### config.mk
export PLATFORM = sky130hd
export DESIGN_NAME = hilo_div_unit_flat
export DESIGN_NICKNAME = d
export VERILOG_FILES = /design/src/rtl/hilo_div_unit_if.sv /design/src/rtl/hilo_div_unit.sv /design/src/flat_wrapper.sv
export SDC_FILE = /design/constraint.sdc
export NUM_CORES = 2
export LEC_CHECK = 0
export CAP_MARGIN = 20
export CORE_MARGIN = 1
export CORE_UTILIZATION = 45
export CTS_BUF_LIST = sky130_fd_sc_hd__clkbuf_8
export DETAILED_ROUTE_END_ITERATION = 8
export DONT_BUFFER_PORTS = 1
export PLACE_DENSITY = 0.61
export SKIP_CTS_REPAIR_TIMING = 1
export SLEW_MARGIN = 10
export SYNTH_ARGS = -nofsm -noshare
export SYNTH_HDL_FRONTEND = slang
export SYNTH_SLANG_ARGS = --single-unit
### constraint.sdc
create_clock -name clk -period 25.3 [get_ports clk]
set_input_delay 1.265 -clock clk [delete_from_list [all_inputs] [get_ports clk]]
set_output_delay 1.265 -clock clk [all_outputs]
set_load 0.02 [all_outputs]
### src/rtl/hilo_div_unit_if.sv
// Execute-stage HI/LO bus: the pipeline drives operands and control,
// the unit returns the architectural HI/LO values and the divide stall.
interface hilo_div_unit_if;
    logic        op_valid;
    logic        hilo_write;
    logic [5:0]  funct;
    logic [31:0] rs_val;
    logic [31:0] rt_val;
    logic        flush;
    logic [31:0] hi_o;
    logic [31:0] lo_o;
    logic        stall;

    modport master (
        output op_valid, hilo_write, funct, rs_val, rt_val, flush,
        input  hi_o, lo_o, stall
    );

    modport slave (
        input  op_valid, hilo_write, funct, rs_val, rt_val, flush,
        output hi_o, lo_o, stall
    );
endinterface

### src/rtl/hilo_div_unit.sv
// HI/LO register owner: MTHI/MTLO, single-cycle MULT/MULTU and a
// 32-iteration restoring DIV/DIVU that stalls the pipeline while busy.
module hilo_div_unit #(
    parameter int DIV_ITERS = 32
) (
    input  logic            clk,
    input  logic            resetn,
    hilo_div_unit_if.slave  bus
);
    localparam int CNT_W = $clog2(DIV_ITERS);

    localparam logic [5:0] F_MTHI  = 6'b010001;
    localparam logic [5:0] F_MTLO  = 6'b010011;
    localparam logic [5:0] F_MULT  = 6'b011000;
    localparam logic [5:0] F_MULTU = 6'b011001;
    localparam logic [5:0] F_DIV   = 6'b011010;
    localparam logic [5:0] F_DIVU  = 6'b011011;

    typedef enum logic [1:0] {IDLE, BUSY, DONE} state_t;

    state_t             state_reg, state_next;
    logic [CNT_W-1:0]   cnt_reg, cnt_next;
    logic [31:0]        quot_reg, quot_next;
    logic [31:0]        divisor_reg, divisor_next;
    logic [32:0]        rem_reg, rem_next;
    logic               qsign_reg, qsign_next;
    logic               rsign_reg, rsign_next;
    logic [31:0]        hi_reg, hi_next;
    logic [31:0]        lo_reg, lo_next;

    logic        accept;
    logic        is_div;
    logic        is_sdiv;
    logic [31:0] rs_abs;
    logic [31:0] rt_abs;
    logic [63:0] mul_a;
    logic [63:0] mul_b;
    logic [63:0] product;
    logic [32:0] rem_shift;
    logic [32:0] trial;
    logic [32:0] rem_iter;
    logic [31:0] quot_iter;
    logic [31:0] quot_fix;
    logic [31:0] rem_fix;

    always_comb begin
        accept  = bus.op_valid & bus.hilo_write & ~bus.flush & (state_reg == IDLE);
        is_div  = (bus.funct == F_DIV) | (bus.funct == F_DIVU);
        is_sdiv = (bus.funct == F_DIV);
        rs_abs  = (is_sdiv & bus.rs_val[31]) ? -bus.rs_val : bus.rs_val;
        rt_abs  = (is_sdiv & bus.rt_val[31]) ? -bus.rt_val : bus.rt_val;

        // 64-bit extension makes one truncated multiply serve both signednesses
        mul_a   = (bus.funct == F_MULT) ? {{32{bus.rs_val[31]}}, bus.rs_val} : {32'd0, bus.rs_val};
        mul_b   = (bus.funct == F_MULT) ? {{32{bus.rt_val[31]}}, bus.rt_val} : {32'd0, bus.rt_val};
        product = mul_a * mul_b;

        // Trial result's bit 32 is set exactly when the shifted remainder is below the divisor
        rem_shift = {rem_reg[31:0], quot_reg[31]};
        trial     = rem_shift - {1'b0, divisor_reg};
        rem_iter  = trial[32] ? rem_shift : trial;
        quot_iter = {quot_reg[30:0], ~trial[32]};
        quot_fix  = qsign_reg ? -quot_iter : quot_iter;
        rem_fix   = rsign_reg ? -rem_iter[31:0] : rem_iter[31:0];
    end

    always_comb begin
        state_next   = state_reg;
        cnt_next     = cnt_reg;
        quot_next    = quot_reg;
        divisor_next = divisor_reg;
        rem_next     = rem_reg;
        qsign_next   = qsign_reg;
        rsign_next   = rsign_reg;
        hi_next      = hi_reg;
        lo_next      = lo_reg;

        case (state_reg)
            IDLE: begin
                if (accept) begin
                    case (bus.funct)
                        F_MTHI: hi_next = bus.rs_val;
                        F_MTLO: lo_next = bus.rs_val;
                        F_MULT, F_MULTU: begin
                            hi_next = product[63:32];
                            lo_next = product[31:0];
                        end
                        F_DIV, F_DIVU: begin
                            quot_next    = rs_abs;
                            divisor_next = rt_abs;
                            rem_next     = '0;
                            cnt_next     = '0;
                            qsign_next   = is_sdiv & (bus.rs_val[31] ^ bus.rt_val[31]);
                            rsign_next   = is_sdiv & bus.rs_val[31];
                            state_next   = BUSY;
                        end
                        default: ;
                    endcase
                end
            end
            BUSY: begin
                if (bus.flush) begin
                    state_next = IDLE;
                end else begin
                    rem_next  = rem_iter;
                    quot_next = quot_iter;
                    cnt_next  = cnt_reg + 1'b1;
                    if (cnt_reg == CNT_W'(DIV_ITERS - 1)) begin
                        hi_next    = rem_fix;
                        lo_next    = quot_fix;
                        state_next = DONE;
                    end
                end
            end
            // Retire cycle: the held divide must not be accepted a second time
            DONE:    state_next = IDLE;
            default: state_next = IDLE;
        endcase
    end

    always_ff @(posedge clk) begin
        if (!resetn) begin
            state_reg   <= IDLE;
            cnt_reg     <= '0;
            quot_reg    <= '0;
            divisor_reg <= '0;
            rem_reg     <= '0;
            qsign_reg   <= 1'b0;
            rsign_reg   <= 1'b0;
            hi_reg      <= '0;
            lo_reg      <= '0;
        end else begin
            state_reg   <= state_next;
            cnt_reg     <= cnt_next;
            quot_reg    <= quot_next;
            divisor_reg <= divisor_next;
            rem_reg     <= rem_next;
            qsign_reg   <= qsign_next;
            rsign_reg   <= rsign_next;
            hi_reg      <= hi_next;
            lo_reg      <= lo_next;
        end
    end

    assign bus.hi_o  = hi_reg;
    assign bus.lo_o  = lo_reg;
    assign bus.stall = (state_reg == BUSY) | (accept & is_div);
endmodule

### src/flat_wrapper.sv
// flat-port wrapper written by rule: the top's interface ports become plain ports
module hilo_div_unit_flat 
#(
    parameter int DIV_ITERS = 32
)
  (clk, resetn, bus_op_valid, bus_hilo_write, bus_funct, bus_rs_val, bus_rt_val, bus_flush, bus_hi_o, bus_lo_o, bus_stall);
  hilo_div_unit_if bus_i ();
  input  logic clk;
  input  logic resetn;
  input wire logic [$bits(bus_i.op_valid)-1:0] bus_op_valid;
  input wire logic [$bits(bus_i.hilo_write)-1:0] bus_hilo_write;
  input wire logic [$bits(bus_i.funct)-1:0] bus_funct;
  input wire logic [$bits(bus_i.rs_val)-1:0] bus_rs_val;
  input wire logic [$bits(bus_i.rt_val)-1:0] bus_rt_val;
  input wire logic [$bits(bus_i.flush)-1:0] bus_flush;
  output wire logic [$bits(bus_i.hi_o)-1:0] bus_hi_o;
  output wire logic [$bits(bus_i.lo_o)-1:0] bus_lo_o;
  output wire logic [$bits(bus_i.stall)-1:0] bus_stall;
  assign bus_i.op_valid = bus_op_valid;
  assign bus_i.hilo_write = bus_hilo_write;
  assign bus_i.funct = bus_funct;
  assign bus_i.rs_val = bus_rs_val;
  assign bus_i.rt_val = bus_rt_val;
  assign bus_i.flush = bus_flush;
  assign bus_hi_o = bus_i.hi_o;
  assign bus_lo_o = bus_i.lo_o;
  assign bus_stall = bus_i.stall;
  hilo_div_unit #(.DIV_ITERS(DIV_ITERS)) u_core (.clk(clk), .resetn(resetn), .bus(bus_i));
endmodule
## Word-level counts from Yosys, hierarchy flattened

Cells that the tools add are included.

- Add/sub/neg operators: 6
- $mul: 1
- Eq/ne operators: 15
- Mux-type cells: 34
- Bitwise gates (word level): 12
- Reduce and logical (&&, ||, !) cells: 9

Operators with widths:

| cell | number |
|---|---|
| 32-bit two-way mux | 17 |
| 32-bit case mux with 2 select lines | 6 |
| 64-bit two-way mux | 2 |
| 32-bit negator | 4 |
| 64-bit by 64-bit multiplier with 64-bit output | 1 |
| 6-bit by 5-bit equality test with 1-bit output (second input constant) | 6 |
| 33-bit by 32-bit subtractor with 33-bit output | 1 |
| 5-bit two-way mux | 3 |
| 5-bit case mux with 2 select lines | 1 |
| 5-bit AND reduction | 2 |
| 2-bit two-way mux | 4 |
| 1-bit bitwise AND | 7 |
| 3-bit inequality test (second input constant) | 2 |
| 3-bit AND reduction | 2 |
| 5-bit by 1-bit adder with 5-bit output (second input constant) | 1 |
| 5-bit equality test (second input constant) | 1 |
| 2-bit by 1-bit inequality test with 1-bit output (second input constant) | 2 |
| 2-bit inequality test (second input constant) | 2 |
| 2-bit case mux with 2 select lines | 1 |
| 4-bit AND reduction | 1 |
| 2-bit OR reduction | 2 |
| 3-bit by 2-bit inequality test with 1-bit output (second input constant) | 1 |
| 2-bit by 1-bit equality test with 1-bit output (second input constant) | 1 |
| 2-bit zero test | 1 |
| 4 further kinds | 6 |

- Bits in registers: 169
- Bits of input ports: 75
- Output and inout bits: 65
- Word-level logic and storage cells: 86

## Depth between registers and ports, before layout

- Depth after elaboration: 7
- Mapped depth: 41
- Depth with buffers taken out: 38

## Least setup slack after synthesis

Ideal clock, no wire load.

- Path kind: input -> register
- Start point: input port bus_funct[2]
- End point: register u_core.hi_reg[30], in the netlist u_core.bus.hi_o[30]
- Setup time: 132 ps
- Data arrival time: 10,978 ps
- Data required time: 25,168 ps
- Setup slack: 14,190 ps
- Stages on the path: 36
- Buffers on the path: 4
- Path through: nor3b_1 -> nand2_1 -> or2_2 -> clkbuf_1 -> nor2_1 -> and2_1 -> clkbuf_1 -> clkbuf_1 -> nand2_1 -> fa_1 -> inv_1 -> fa_1 -> fa_1 -> inv_1 -> fa_1 -> inv_1 -> fa_1 -> fa_1 -> fa_1 -> fa_1 -> fa_1 -> inv_1 -> fa_1 -> inv_1 -> ha_1 -> clkbuf_1 -> nand3_1 -> nor3_1 -> o211ai_1 -> a31oi_1 -> a31oi_1 -> o21ai_0 -> nor2_1 -> a211o_1 -> a21oi_1 -> nor3b_1

- Longest elaborated chain between the ends: 6
- Elaborated cells between the ends (all ways): 12
- Those cells by class: 1 x mul; 4 x eq/ne; 5 x mux; 2 x reduce/logical

Ends and longest elaborated chain:

| element | RTL line | RTL |
|---|---|---|
| start: declaration | flat_wrapper.sv:12 | `input wire logic [$bits(bus_i.funct)-1:0] bus_funct;` |
| 6-bit by 5-bit equality test with 1-bit output | hilo_div_unit.sv:54, hilo_div_unit.sv:55, hilo_div_unit.sv:81 |  |
| 64-bit two-way mux (on tied branches) | hilo_div_unit.sv:54, hilo_div_unit.sv:55 |  |
| 64-bit by 64-bit multiplier with 64-bit output | hilo_div_unit.sv:56 | `product = mul_a * mul_b;` |
| 32-bit case mux with 2 select lines | hilo_div_unit.sv:81 | `case (bus.funct)` |
| 32-bit two-way mux | hilo_div_unit.sv:80 | `if (accept) begin` |
| 32-bit case mux with 2 select lines | hilo_div_unit.sv:78 | `case (state_reg)` |
| end signal: assignment | hilo_div_unit.sv:140 | `hi_reg <= hi_next;` |
| end: declaration | hilo_div_unit.sv:28 | `logic [31:0] hi_reg, hi_next;` |

Parallel ways exist; a longest one is shown, timed or not. The select of a mux whose other input is x is not followed.
A chain may end at the register's enable or synchronous reset.

## Final worst setup path

Ends and elaborated chain as after synthesis.

==> results.cfg <==
[routing]
avgViaCountPerCell = 5.49
drt_pass1_iterations = 8
wire_per_inst_um = 23.1
ant_nets = 0
vias = 45300
drtIter0Drc = 3532
drc = 2
drt_wl_total_mm = 190

[synth]
syn_nets = 8678
synth_edf_count = 0
ys_top_cells_by_area = fa_1 48%, inv_1 9.9%, ha_1 7.3%
async_reset_ff_frac = 0
synth_area_sq_mm = 0.0598
synth_top_area_frac = 0.475
synth_largest_area_cell = fa_1
synth-seq-cells = 169
yosysWarnings = 0
yosysUniqueCellTypes = 97
syn_avg_cell_area_sq_um = 8.75
seq_area_frac_synth = 0.0566
syn_inst = 6836
ys.flop_type = dfxtp_1

[worst_hold_path]
hold_class = flop to flop

[setup_path]
path_class = input port to flop
slowest_delay_ns = 0.87
cp-start-kind = input port
required_ns = 25.67
crit_fanout = 24
crit_top_cell = fa_1
crit_arrival_ns = 12.26
critical-path-slowest-cell = fa_1
crit_path_end_kind = flop

[timing]
fmax_ghz = 0.0841
final.setup.tns_ns = 0
fin_crit_ns = 11.89
worst_slew_pin_slew_ns = 1.10
slew_headroom = 0.261
rsz0062_at_grt = false
fin_skew_ns = 0.0265
finalCritPeriodShare = 0.470
hold_violations = 0
slew_viol_final = 0
setup_viol = 0

[placement]
dpl.hpwl_mm = 149
port_buffers = 0
place.gp.congestion = 0.984

[layout]
final_cell_mix = 1580 x inv_1, 1420 x fa_1, 935 x nand2_1, 367 x and2_1, 347 x ha_1
multi_input_area_sq_mm = 0.0490
nets = 8320
nFillCells = 12800
regArea_sq_mm = 0.00338
drive_above_1_share = 0.0171
area_growth_pct = 2.14
final_common_cell = inv_1

[floorplanning]
die-width_um = 367
io_pins = 140
core_region_area_sq_mm = 0.132
num_rows = 133
initial_core_util = 0.454
dieArea_sq_mm = 0.134
die_y_um = 367

[global_routing]
antenna_found_initial = 6
grt_max_degree = 89
grt_usage = 0.289
overflow = 0
grt_pass1_wl_mm = 295
grt_pass1_vias = 48400

[cts]
clock_latency_ns = 0.51
clockBufferDepth = 2
cts_inserted_buffers = 17
cts_max_level = 4
root_buffer = clkbuf_8
cts.clk_slew.worst_paths_ns = 0.10
cts_tree = yes
clock_sinks = 169

[run]
drv_cap = 0

[outcome]
status = finished with violations
violations = design-rule violations
## final timing paths
| kind | to | startpoint | depth (start not counted) | slack (ns) |
|---|---|---|---|---|
| worst max register to register | u_core.bus.lo_o[30]$_SDFFE_PN0P_ | u_core.quot_reg[31]$_SDFFE_PN0P_ | 22 | 18.65 |
| worst min register to register | u_core.divisor_reg[28]$_SDFFE_PN0P_ | u_core.divisor_reg[28]$_SDFFE_PN0P_ | 2 | 0.46 |
| worst max-delay path | u_core.bus.hi_o[30]$_SDFFE_PN0P_ | bus_funct[2] | 34 | 13.41 |
| worst min-delay path | u_core.divisor_reg[28]$_SDFFE_PN0P_ | u_core.divisor_reg[28]$_SDFFE_PN0P_ | 2 | 0.46 |
## cells in the mapped netlist, types with 45 or more instances
library cell     n
o21ai_0        142
a21oi_1        229
xnor2_1        161
xor2_1          87
inv_1         1580
fa_1          1420
nor2_1         279
and2_1         367
nand3_1         49
nand2_1        935
buf_1           45
a211oi_1        68
a21o_1          56
a31oi_1         52
ha_1           347
dfxtp_1        169
o211ai_1        70
clkbuf_1       344
## stage by stage
| step | instance area [sq um] | utilization | hold slack, ns | setup WS, ns | cells |
|---|---|---|---|---|---|
| after floorplan | 59800 | - | 0.432 | 14.19 | 6836 |
| after CTS | 61100 | 0.464 | 0.464 | 13.33 | 8246 |
| after global placement | 60700 | 0.461 | 0.443 | 12.93 | 8214 |
| final | 61100 | 0.464 | 0.464 | 13.41 | 8251 |
| after global routing | 61100 | 0.464 | 0.482 | 12.85 | 8247 |
| after detailed placement | 60700 | 0.461 | 0.449 | 12.83 | 8214 |
## layout make-up
cell class / count / area share
repair buffers: 23 / 0.00283
well taps: 1755 / 0.0360
multi-input cells: 4685 / 0.802
flip-flops and latches: 169 / 0.0554
clock buffers: 17 / 0.00383
clock inverters: 15 / 0.00254
diodes: 5 / 0.000205
inverters: 1582 / 0.0973
## kinds of logic (layout without fill, tap and decap cells)
kind of cell / Yosys count / in the layout / synth area share
other: 0 / 5 / 0
and+or+nand+nor: 1864 / 1864 / 0.145
adders and majority gates: 1769 / 1769 / 0.548
AOI/OAI and AO/OA: 781 / 781 / 0.0853
buffers and inverters: 1982 / 1637 / 0.125
xor gates and xnor gates: 248 / 248 / 0.0363
DFF: 169 / 169 / 0.0566
muxes: 23 / 23 / 0.00387
## critical path: cells and delay by family
kind | cells | cell delay, ns
compound gates | 6 | 1.63
fa+ha+maj | 11 | 6.03
buf+inv | 7 | 1.26
simple gates | 10 | 2.04
## routing by layer
layer,share of wire,track usage,routed length [um]
met2,0.47,0.478,89600
met5,0.00027,0,51
met4,0.051,0.127,9680
met1,0.40,0.373,76700
met3,0.076,0.0498,14400
Power is not shown: default switching activity piles up to over one toggle a cycle in this logic, so the estimate is an artifact.
